$ cat config.mk
export PLATFORM = sky130hd
export DESIGN_NAME = stack_arbiter
export DESIGN_NICKNAME = d
export VERILOG_FILES = /design/src/rtl/stack_pkg.sv /design/src/rtl/rr_arbiter.sv /design/src/rtl/stack_arbiter.sv
export SDC_FILE = /design/constraint.sdc
export NUM_CORES = 1
export LEC_CHECK = 0
export BUFFER_PORTS_ARGS = -buffer_cell sky130_fd_sc_hd__buf_2
export CAP_MARGIN = 10
export CORE_UTILIZATION = 43
export CTS_CLUSTER_DIAMETER = 60
export CTS_CLUSTER_SIZE = 14
export DETAILED_ROUTE_END_ITERATION = 6
export PLACE_DENSITY = 0.83
export SYNTH_ARGS = -nofsm -noshare
export SYNTH_HDL_FRONTEND = slang
export SYNTH_SLANG_ARGS = --single-unit
$ cat constraint.sdc
create_clock -name clk -period 3.56 [get_ports clk]
set_input_delay 0.178 -clock clk [delete_from_list [all_inputs] [get_ports clk]]
set_output_delay 0.178 -clock clk [all_outputs]
set_load 0.02 [all_outputs]
$ cat src/rtl/stack_pkg.sv
// Shared types and helpers for the stack arbiter slice.
package stack_pkg;

    localparam int STACK_WIDTH = 8;

    typedef enum logic [1:0] {
        OP_NONE,
        OP_PUSH,
        OP_POP
    } op_t;

    // Width needed to hold an occupancy value in 0..depth inclusive.
    function automatic int count_w(input int depth);
        return $clog2(depth + 1);
    endfunction

endpackage

$ cat src/rtl/rr_arbiter.sv
// Combinational round-robin picker: lowest distance from ptr (wrapping) wins.
module rr_arbiter #(
    parameter int N  = 2,
    parameter int PW = 1
) (
    input  logic [N-1:0]  req,
    input  logic [PW-1:0] ptr,
    output logic [N-1:0]  gnt,
    output logic [PW-1:0] gnt_idx,
    output logic          vld
);

    // Pick the requester closest to ptr going upward with wrap-around.
    always_comb begin
        int best_d;
        int d;
        gnt     = '0;
        gnt_idx = '0;
        vld     = 1'b0;
        best_d  = N;
        d       = 0;
        for (int i = 0; i < N; i++) begin
            d = i - int'(ptr);
            if (d < 0) begin
                d = d + N;
            end
            if (req[i] && (d < best_d)) begin
                best_d  = d;
                gnt     = '0;
                gnt[i]  = 1'b1;
                gnt_idx = PW'(i);
                vld     = 1'b1;
            end
        end
    end

endmodule

$ cat src/rtl/stack_arbiter.sv
// Shares one LIFO stack among N_REQ requesters: round-robin issue of one
// push or pop per cycle, occupancy tracking, and routing of pop data back.
module stack_arbiter
    import stack_pkg::*;
#(
    parameter int N_REQ = 2,
    parameter int WIDTH = STACK_WIDTH,
    parameter int DEPTH = 16,
    localparam int CW   = count_w(DEPTH)
) (
    input  logic               clk,
    input  logic               rst,
    input  logic [N_REQ-1:0]   req_push,
    input  logic [N_REQ-1:0]   req_pop,
    input  logic [N_REQ*WIDTH-1:0] req_data,
    output logic [N_REQ-1:0]   grant,
    output logic [N_REQ-1:0]   rsp_valid,
    output logic [WIDTH-1:0]   rsp_data,
    output logic               full,
    output logic               empty,
    output logic [CW-1:0]      count,
    output logic               stk_push,
    output logic               stk_pop,
    output logic [WIDTH-1:0]   stk_data_in,
    input  logic [WIDTH-1:0]   stk_data_out
);

    localparam int PW = (N_REQ > 1) ? $clog2(N_REQ) : 1;

    logic [N_REQ-1:0] push_elig;
    logic [N_REQ-1:0] pop_elig;
    logic [N_REQ-1:0] arb_gnt;
    logic [PW-1:0]    arb_idx;
    logic             arb_vld;
    logic [PW-1:0]    rr_ptr;

    op_t              op_p0;
    logic [WIDTH-1:0] data_p0;

    op_t              op_p1;
    logic [N_REQ-1:0] grant_p1;
    logic [WIDTH-1:0] data_p1;
    logic [CW-1:0]    count_p1;

    logic             vld_p2;
    logic [N_REQ-1:0] tag_p2;

    assign full  = (count_p1 == CW'(DEPTH));
    assign empty = (count_p1 == '0);
    assign count = count_p1;

    // A requester asking for both is treated as a push; its pop waits.
    assign push_elig = req_push & {N_REQ{~full}};
    assign pop_elig  = req_pop & ~req_push & {N_REQ{~empty}};

    rr_arbiter #(
        .N  (N_REQ),
        .PW (PW)
    ) u_rr (
        .req     (push_elig | pop_elig),
        .ptr     (rr_ptr),
        .gnt     (arb_gnt),
        .gnt_idx (arb_idx),
        .vld     (arb_vld)
    );

    // Decode the winner's operation and select its push data.
    always_comb begin
        op_p0   = OP_NONE;
        data_p0 = '0;
        if (arb_vld) begin
            op_p0 = (|(arb_gnt & push_elig)) ? OP_PUSH : OP_POP;
        end
        for (int i = 0; i < N_REQ; i++) begin
            if (arb_gnt[i] && (op_p0 == OP_PUSH)) begin
                data_p0 = req_data[i*WIDTH +: WIDTH];
            end
        end
    end

    // ---- issue stage: grant, stack command, pointer and occupancy ----
    always_ff @(posedge clk or posedge rst) begin
        if (rst) begin
            op_p1    <= OP_NONE;
            grant_p1 <= '0;
            data_p1  <= '0;
            count_p1 <= '0;
            rr_ptr   <= '0;
        end else begin
            op_p1    <= op_p0;
            grant_p1 <= arb_gnt;
            data_p1  <= data_p0;
            if (arb_vld) begin
                rr_ptr <= (arb_idx == PW'(N_REQ - 1)) ? '0 : arb_idx + PW'(1);
            end
            case (op_p0)
                OP_PUSH: count_p1 <= count_p1 + CW'(1);
                OP_POP:  count_p1 <= count_p1 - CW'(1);
                default: count_p1 <= count_p1;
            endcase
        end
    end

    // ---- response stage: tag the pop so its data returns to the issuer ----
    always_ff @(posedge clk or posedge rst) begin
        if (rst) begin
            vld_p2 <= 1'b0;
            tag_p2 <= '0;
        end else begin
            vld_p2 <= (op_p1 == OP_POP);
            tag_p2 <= grant_p1;
        end
    end

    assign grant       = grant_p1;
    assign stk_push    = (op_p1 == OP_PUSH);
    assign stk_pop     = (op_p1 == OP_POP);
    assign stk_data_in = data_p1;
    assign rsp_valid   = vld_p2 ? tag_p2 : '0;
    assign rsp_data    = vld_p2 ? stk_data_out : '0;

endmodule

==> run metrics, run 1 <==
outcome=finished, violations left; failing checks=hold timing; placed cell area=1350 um2; Synth cell types=27; Logic pwr share=55.3%; Crit. End Element=register; clk root buf=clkbuf_4; row cnt=17; critical setup path kind=register to register; via/cell ratio=4.91; vias post-DR=919; Net Count, Synth=134; Int Power=640 uW; Worst-Margin Slew=0.762 ns; crit path time final=3.02 ns; Mapped Cells=100; Sw Ratio=45.0%; Final setup viols=0; Clock Path Buffers=2; commonest non-fill, non-tap cell in the layout=buf_2; area grow syn2layout=32.8%; core outline area=2250 um2; first-pass GRT wire length=3.46 mm; Starting Density=46.1%; Total GRT Usage=18.1%; syn avg cell area=10.4 um2; Slew headroom=49.1%; HP Class=primary input to asynchronous set/reset pin; WP data arrival=3.21 ns; sw power=523 uW; Die H=51.1 um; largest net degree at the start of global routing=22; Diodes inserted=0; Flop pwr share=35.3%; Setup Fix Bufs, Post-CTS=0; cts repair resizes=0; die area=2620 um2; hold_ws=-0.00290 ns; CP max FO=9; WL per Instance=12.4 um; initial detailed-routing violation count=5; I/O pins=59; Core Util, Final=61.2%; Ys Warns=0; Placer Congestion=0.808; synthesized flop and latch total=21; Clock transition at path regs=0.11 ns; Achievable Freq=331 MHz; post-detailed-route count of antenna-violating nets=0; Total Wirelength=2.32 mm; TritonCTS buffer count=3; drt drc=0; period utilization=84.9%; Fill cells=192; share of layout cells above drive strength 1=40.3%; vias in the first global route=813; pwr/cell area=844 nW/um2; post-DP HPWL=1.88 mm; layout net count=194; CP startpoint kind=register; clk_lat worst skew=0.30 ns; router iterations before antenna repair=5; Setup TNS=0 ns; global route total overflow=0; die width=51.1 um; hold buffers post-CTS=0; CTS sink count=21; Final Instance Area=1380 um2; most frequent cells in the layout=buf_2, dfrtp_1, and2_1; CTS tree=done; IO buf count=58; MaxCap Viol Count=0; Data required, critical path=3.75 ns; max-slew violations=0; Post-Syn Area=1040 um2; Final Hold Viols=10; Peak VDD IR=0.594 mV; initial antenna violation count=0; register area share after synthesis=50.6%; Clk pwr share=9.5%; Worst Skew=0.00174 ns; RSZ-0062 raised after global routing=no; H-tree level count=1; LEAKAGE=0.783 nW
layer usage:
metal,share of wire [%],GRT usage [%],vias to the layer above,wire [um]
li1,-,-,464,-
met2,52,35.1,44,1210
met4,0.56,5.56,0,13
met3,8.2,3.27,2,191
met5,0,0,-,0
met1,39,19.5,409,902
worst max-delay path, cell delays in order, from the launching register on:
cell     delay (ns)
dfrtp_1        0.45
nor4_1         0.56
o21ai_0        0.17
a31oi_1        0.18
a21o_1         0.26
or2_1          0.18
inv_1          0.10
ha_1           0.33
a21o_1         0.17
a21oi_1        0.17
xnor2_1        0.13
nor2_1         0.06
xor2_1         0.14
kinds of logic after synthesis:
kind of cell               count (synthesis)  synth area share [%]
xor gates and xnor gates                   5                  4.22
DFF                                       21                  50.6
adders and majority gates                  4                  5.54
buffers and inverters                     11                  4.10
AOI/OAI and AO/OA                         27                  18.3
and+or+nand+nor                           32                  17.2
final timing paths:
kind | from | endpoint | slack, ns | cells after the start
min in group clk | req_data[8] | stk_data_in[0]$_DFF_PP0_ | 0.09 | 2
worst max register to register | count[1]$_DFFE_PP0P_ | count[4]$_DFFE_PP0P_ | 0.54 | 12
worst min register to register | grant[1]$_DFF_PP0_ | tag_p2[1]$_DFF_PP0_ | 0.38 | 0
worst min-delay path | rst | grant[0]$_DFF_PP0_ | -0.003 | 2
max in group asynchronous | rst | count[3]$_DFFE_PP0P_ | 3.09 | 2
worst max-delay path | count[1]$_DFFE_PP0P_ | count[4]$_DFFE_PP0P_ | 0.54 | 12
area by class of cell:
type	instances	area (um2)	area share, %
clock buffer	3	22.5	1.63
clock inverter	1	5.00	0.363
inverter	8	30.0	2.18
multi-input combinational	68	470	34.1
sequential	21	526	38.1
tap	28	35.0	2.54
timing repair buffer	58	290	21.1
through the flow:
step	hold WS, ns	cells	setup WS [ns]	power, mW
finish	-0.00290	187	0.539	1.16
global route	0.0541	187	0.307	1.25
CTS	0.0235	187	0.577	1.17
detailed placement	0.357	183	0.605	1.06
global placement	0.337	183	0.712	1.03
floorplan	0.155	100	0.780	0.853
synthesized netlist by cell type:
cell / number / area [um2]
dfrtp_1: 21 / 526
and2_1: 12 / 75.1
a22o_1: 8 / 70.1
inv_1: 8 / 30.0
o21ai_0: 7 / 35.0
nand2_1: 6 / 22.5
nor2_1: 5 / 18.8
a21o_1: 3 / 22.5
a21oi_1: 3 / 15.0
ha_1: 3 / 37.5
nor2b_1: 3 / 18.8
xor2_1: 3 / 26.3
a31oi_1: 2 / 12.5
clkbuf_1: 2 / 7.51
xnor2_1: 2 / 17.5
a21boi_1: 1 / 7.51
a2bb2oi_1: 1 / 8.76
a32o_2: 1 / 11.3
and3_1: 1 / 6.26
buf_2: 1 / 5.00
fa_1: 1 / 20.0
nand2b_1: 1 / 6.26
nor3b_1: 1 / 7.51
nor4_1: 1 / 6.26
o31ai_1: 1 / 7.51
or2_1: 1 / 6.26
or4_4: 1 / 11.3
power groups by stage:
stage	logic (mW)	registers (mW)	clock network [mW]
floorplan	0.374	0.479	0
global placement	0.621	0.407	0
detailed placement	0.645	0.415	0
CTS	0.649	0.410	0.115
global route	0.696	0.425	0.128
finish	0.643	0.410	0.110
state kept, by name (all words and copies together), names as in the netlist:
register	flops
grant	2
count	5
tag_p2	2
op_p1	2
vld_p2	1
rr_ptr	1
stk_data_in	8
No activity file was read; power rests on OpenSTA's default activity.
==> inputs of run 2 (changes only) <==
--- a/config.mk
+++ b/config.mk
@@ -5,13 +5,15 @@
 export SDC_FILE = /design/constraint.sdc
 export NUM_CORES = 1
 export LEC_CHECK = 0
+export ABC_AREA = 1
 export BUFFER_PORTS_ARGS = -buffer_cell sky130_fd_sc_hd__buf_2
 export CAP_MARGIN = 10
-export CORE_UTILIZATION = 43
+export CORE_ASPECT_RATIO = 2
+export CORE_UTILIZATION = 39
 export CTS_CLUSTER_DIAMETER = 60
 export CTS_CLUSTER_SIZE = 14
 export DETAILED_ROUTE_END_ITERATION = 6
-export PLACE_DENSITY = 0.83
+export PLACE_DENSITY = 0.8
 export SYNTH_ARGS = -nofsm -noshare
 export SYNTH_HDL_FRONTEND = slang
 export SYNTH_SLANG_ARGS = --single-unit
==> constraint.sdc (replaced) <==
create_clock -name clk -period 2.57 [get_ports clk]
set_input_delay 0.1285 -clock clk [delete_from_list [all_inputs] [get_ports clk]]
set_output_delay 0.1285 -clock clk [all_outputs]
set_load 0.02 [all_outputs]
==> run 2 against run 1 <==
Core utilization fell by 3.9 points. The run now ends clean. Clock skew fell by 0.0011 ns. Worst hold slack improved by 0.0066 ns. Clock-buffer cell count did not move. Highest routed layer unchanged. Clock power rose by 86%. Critical path depth rose by 4. Critical endpoint unchanged. Setup slack got worse by 0.35 ns. Combinational power rose by 32%. First-iteration DRC count rose to 3.6 times the previous value. Maximum frequency rose by 27%. Global-route usage fell by 1.7 points. Largest cell class unchanged.
==> run metrics, run 2 <==
outcome=completed; register area share after synthesis=49.6%; CTS sink count=21; Data required, critical path=2.71 ns; Flop pwr share=34.0%; Post-synth top flop=dfrtp_1; initial detailed-routing violation count=18; most frequent cells after synthesis=inv_1, dfrtp_1, nand2_1; placed cell area=1390 um2; MaxCap Viol Count=0; share of layout cells above drive strength 1=45.3%; number of synthesized flops with an enable pin=0; area grow syn2layout=39.0%; row cnt=26; max reg flops=8; Clk pwr share=12.8%; WP data arrival=2.52 ns; Diodes inserted=0; Peak VDD IR=0.564 mV; Synth Area in XOR/XNOR=2.48%; layout net count=216; hold_ws=0.00368 ns; I/O pins=59; GR Util met3=1.75%; HP Class=primary input to asynchronous set/reset pin; fraction of registers with async set/reset=100%; Multi-input gate area=443 um2; hold buffers post-CTS=0; Worst Skew=0.000662 ns; dominant cell by count in the synthesized netlist=inv_1; Yosys top cell area share=49.6%; multiplexer share of the synthesized area=0%; main combinational cell family by area after synthesis=simple AND/OR/NAND/NOR gates; Mapped Cells=118; die area=2940 um2; Final Hold Viols=0; Crit. End Element=register; largest area contributor in the netlist=dfrtp_1; Synth area leaders=dfrtp_1, inv_1, nand2_1; via/cell ratio=4.73; max-slew violations=0; Post-Syn Area=1060 um2; Setup TNS=0 ns; Synth cell types=20; Seq. cell area=527 um2; Net Count, Synth=152; IO buf count=58; CP max FO=5; Sw Ratio=45.1%; post-detailed-route count of antenna-violating nets=0; Synth Area in Simple Gates=20.7%; Die H=75.7 um; pwr/cell area=1080 nW/um2; Int Power=877 uW; global route total overflow=0; Cell Count, Final, Fillers Out=209; most frequent cells in the layout=buf_2, inv_1, dfrtp_1; post-DP HPWL=1.97 mm; drt drc=0; Total Wirelength=2.40 mm; H-tree level count=1; Total GRT Usage=16.4%; TritonCTS buffer count=3; router iterations before antenna repair=4; post-synthesis compound-gate area fraction=10.5%; vias in the first global route=864; Core Util, Final=57.3%; initial antenna violation count=0; CTS tree=done; Ys Warns=0; clk_lat worst skew=0.25 ns; sw power=719 uW; LEAKAGE=0.943 nW; largest net degree at the start of global routing=22; die width=38.9 um; critical setup path kind=register to register; crit path time final=2.38 ns; Worst-Margin Slew=0.762 ns; WL per Instance=11.5 um; synthesized flop and latch total=21; Synth Area in Adders=5.43%; Placer Congestion=0.766; CP startpoint kind=register; Achievable Freq=421 MHz; met2 GRT Util=31.9%; period utilization=92.5%; syn avg cell area=8.98 um2; clk root buf=clkbuf_8; Starting Density=41.2%; Fill cells=230; Final setup viols=0; routing usage on met1=16.5%; commonest non-fill, non-tap cell in the layout=buf_2; Slew headroom=49.1%; Logic pwr share=53.2%; Final Instance Area=1470 um2; first-pass GRT wire length=3.40 mm; core outline area=2570 um2; vias post-DR=988; Clock transition at path regs=0.07 ns; cell count after placement=204; busiest layer in global routing=met2; Clock Path Buffers=2
-- run 2: cell count changes in the layout (fill, tap and decap cells not counted), moves of 4 or more --
cell / delta
and2_1: -12
nand3_1: +4
nand2_1: +13
inv_1: +21
nand2_2: +5
-- run 2: path summary, 6_finish.rpt --
| path | endpoint | cells after the start | from | slack [ns] |
|---|---|---|---|---|
| setup / recovery | count[4]$_DFFE_PP0P_ | 16 | count[1]$_DFFE_PP0P_ | 0.19 |
| hold / removal | stk_data_in[1]$_DFF_PP0_ | 2 | rst | 0.004 |
| setup reg to reg | count[4]$_DFFE_PP0P_ | 16 | count[1]$_DFFE_PP0P_ | 0.19 |
| hold reg to reg | tag_p2[1]$_DFF_PP0_ | 0 | grant[1]$_DFF_PP0_ | 0.39 |
| max in group asynchronous | count[1]$_DFFE_PP0P_ | 2 | rst | 2.04 |
| min in group clk | stk_data_in[7]$_DFF_PP0_ | 2 | req_data[7] | 0.09 |
-- run 2: per-layer routing --
metal	up-vias	part of all wire, %
met5	-	0
met4	0	0.96
met3	2	4.7
met2	42	62
met1	457	32
li1	487	-
-- run 2: repair_timing --
item                                    CTS  global route
setup buffers                             0             1
resized for setup                         1             6
endpoints found under the setup margin    1             1
-- run 2: cells by family (layout without fill, tap and decap cells) --
| family | count (synthesis) | after routing |
|---|---|---|
| compound gates | 15 | 15 |
| simple gates | 43 | 43 |
| xor+xnor | 3 | 3 |
| buf+inv | 32 | 95 |
| flops | 21 | 21 |
| fa+ha+maj | 4 | 4 |
-- run 2: worst max-delay path, cell delays in order (launching register included) --
cell,delay (ns)
dfrtp_2,0.44
nor2_4,0.13
nand3_2,0.11
nand2_2,0.10
nand2_4,0.07
a21o_1,0.21
nand2_4,0.10
nor2_4,0.05
ha_1,0.30
inv_1,0.10
o21bai_1,0.08
a31oi_2,0.20
inv_1,0.06
nand3_1,0.11
nand3_1,0.08
nand2_1,0.07
nand2_1,0.05
-- run 2: cell type report --
type,instances,area share [%]
Clock buffer,3,2.80
Clock inverter,1,0.340
Inverter,31,7.90
Multi-Input combinational cell,65,30.1
Sequential cell,21,35.8
Tap cell,28,2.38
Timing Repair Buffer,60,20.7
-- run 2: power groups by stage --
stage | Combinational, mW | Sequential, mW | Clock, mW
after floorplan | 0.469 | 0.627 | 0
after global placement | 0.782 | 0.540 | 0
after detailed placement | 0.795 | 0.543 | 0
after CTS | 0.802 | 0.540 | 0.209
after global routing | 0.946 | 0.560 | 0.222
final | 0.849 | 0.543 | 0.205
-- run 2: through the flow --
step	setup WS, ns	power (mW)
floorplan	0.208	1.10
global placement	0.125	1.32
detailed placement	0.0259	1.34
CTS	0.112	1.55
global route	-0.0207	1.73
finish	0.192	1.60
==> inputs of run 3 (changes only) <==
--- a/config.mk
+++ b/config.mk
@@ -8,12 +8,11 @@
 export ABC_AREA = 1
 export BUFFER_PORTS_ARGS = -buffer_cell sky130_fd_sc_hd__buf_2
 export CAP_MARGIN = 10
-export CORE_ASPECT_RATIO = 2
-export CORE_UTILIZATION = 39
+export CORE_UTILIZATION = 46
 export CTS_CLUSTER_DIAMETER = 60
 export CTS_CLUSTER_SIZE = 14
 export DETAILED_ROUTE_END_ITERATION = 6
-export PLACE_DENSITY = 0.8
+export PLACE_DENSITY = 0.88
 export SYNTH_ARGS = -nofsm -noshare
 export SYNTH_HDL_FRONTEND = slang
 export SYNTH_SLANG_ARGS = --single-unit
==> constraint.sdc (replaced) <==
create_clock -name clk -period 3 [get_ports clk]
set_input_delay 0.15 -clock clk [delete_from_list [all_inputs] [get_ports clk]]
set_output_delay 0.15 -clock clk [all_outputs]
set_load 0.02 [all_outputs]
==> run 3 against run 2 <==
Combinational power fell by 17%. Final cell count fell by 0.48%. Sequential share of layout area rose by 1.3 points. First-iteration DRC count rose by 61%. Clock power fell by 35%.
==> run metrics, run 3 (synthesis results as in run 2) <==
via/cell ratio=4.86; Total GRT Usage=20.6%; initial detailed-routing violation count=29; global route total overflow=0; die width=50 um; layout net count=215; Final Hold Viols=0; core outline area=2190 um2; Slew headroom=48.7%; total power=1.30 mW; Clock Path Buffers=2; busiest layer in global routing=met2; router iterations before antenna repair=4; Fill cells=199; largest net degree at the start of global routing=22; Total Wirelength=2.49 mm; HP Class=primary input to register; Crit. End Element=register; pwr/cell area=916 nW/um2; IO buf count=58; Clock transition at path regs=0.11 ns; Placer Congestion=0.846; outcome=completed; area grow syn2layout=33.9%; max reg flops=8; clk root buf=clkbuf_4; vias post-DR=1,011; post-detailed-route count of antenna-violating nets=0; GR Util met3=3.70%; WL per Instance=11.9 um; Sw Ratio=47.0%; TritonCTS buffer count=3; most frequent cells in the layout=buf_2, inv_1, dfrtp_1; max-slew violations=0; Placement Setup Slack=0.466 ns; Worst-Margin Slew=0.769 ns; LEAKAGE=0.927 nW; critical setup path kind=register to register; cts repair resizes=0; post-DP HPWL=1.90 mm; Achievable Freq=376 MHz; clk_lat worst skew=0.30 ns; die area=2500 um2; H-tree level count=1; crit path time final=2.66 ns; Setup TNS=0 ns; Clk pwr share=10.3%; WP data arrival=2.86 ns; row cnt=17; CTS sink count=21; Data required, critical path=3.20 ns; I/O pins=59; vias in the first global route=916; period utilization=88.6%; first-pass GRT wire length=3.73 mm; Worst Skew=0.00267 ns; commonest non-fill, non-tap cell in the layout=buf_2; routing usage on met1=19.4%; Final Instance Area=1420 um2; Die H=50 um; initial antenna violation count=0; Diodes inserted=0; sw power=611 uW; Peak VDD IR=0.657 mV; met2 GRT Util=40.9%; MaxCap Viol Count=0; CP max FO=5; Logic pwr share=54.4%; CTS tree=done; drt drc=0; Flop pwr share=35.3%; RSZ-0062 raised after global routing=no; Final setup viols=0; CP startpoint kind=register; Starting Density=48.4%; share of layout cells above drive strength 1=41.7%; setup ws final=0.341 ns; placed cell area=1380 um2; Int Power=689 uW
==> run 3: cell types whose count changed in the layout (fill, tap and decap cells not counted) <==
cell / delta
nor2_4: -2
nor2_2: +1
nand3_1: +2
dlygate4sd3_1: +1
nor2_1: +1
buf_4: -2
clkbuf_4: +3
clkbuf_8: -3
dfrtp_2: -1
a31oi_2: -1
dfrtp_1: +1
nand3_2: -2
a31oi_1: +1
==> run 3: per-layer routing <==
metal	part of all wire (%)	vias to the layer above
met1	36	469
met4	2.9	0
met3	6.7	8
li1	-	483
met2	54	51
met5	0	-
==> run 3: power by group through the flow <==
stage               logic, mW  registers, mW  clock network (mW)
detailed placement      0.691          0.465                   0
global route            0.768          0.473               0.149
finish                  0.708          0.459               0.134
floorplan               0.402          0.537                   0
CTS                     0.703          0.458               0.135
global placement        0.655          0.458                   0
==> run 3: per-stage QoR <==
| step | util, % | cells | hold slack (ns) |
|---|---|---|---|
| floorplan | - | 118 | 0.127 |
| global placement | 63.0 | 203 | 0.310 |
| detailed placement | 63.0 | 203 | 0.325 |
| CTS | 64.8 | 208 | 0.0528 |
| global route | 64.8 | 208 | 0.0405 |
| finish | 64.8 | 208 | 0.0539 |
==> run 3: worst max-delay path, cell delays in order (launching register included) <==
cell and delay, ns:
dfrtp_1 0.45, nor2_2 0.14, nand3_1 0.15, nand2_1 0.14, a21o_1 0.19, nand2_4 0.07
nor2_1 0.27, inv_1 0.10, fa_1 0.42, inv_1 0.08, a31oi_1 0.11, inv_1 0.09
nand3_1 0.13, nand4_1 0.15, nand2_1 0.07
==> run 3: layout make-up <==
class                   count  area, um2  area share [%]
clock buffers               3       22.5            1.59
clock inverters             1       5.00           0.353
inverters                  31        116            8.20
multi-input cells          65        414            29.2
flip-flops and latches     21        526            37.0
well taps                  28       35.0            2.47
repair buffers             59        300            21.2
==> run 3: repair_timing <==
| action | 4_1_cts | 5_1_grt |
|---|---|---|
| setup buffers | 0 | 0 |
| hold buffers | 1 | 0 |
| hold endpoints to repair | 21 | 0 |
| endpoints found under the setup margin | 0 | 0 |
==> run 3: final timing paths <==
path | startpoint | end | slack [ns] | depth (start not counted)
setup / recovery | count[1]$_DFFE_PP0P_ | count[4]$_DFFE_PP0P_ | 0.34 | 14
hold / removal | req_data[4] | stk_data_in[4]$_DFF_PP0_ | 0.05 | 2
setup reg to reg | count[1]$_DFFE_PP0P_ | count[4]$_DFFE_PP0P_ | 0.34 | 14
hold reg to reg | grant[1]$_DFF_PP0_ | tag_p2[1]$_DFF_PP0_ | 0.38 | 0
max in group asynchronous | rst | count[0]$_DFFE_PP0P_ | 2.01 | 3
min in group asynchronous | rst | stk_data_in[6]$_DFF_PP0_ | 0.52 | 3
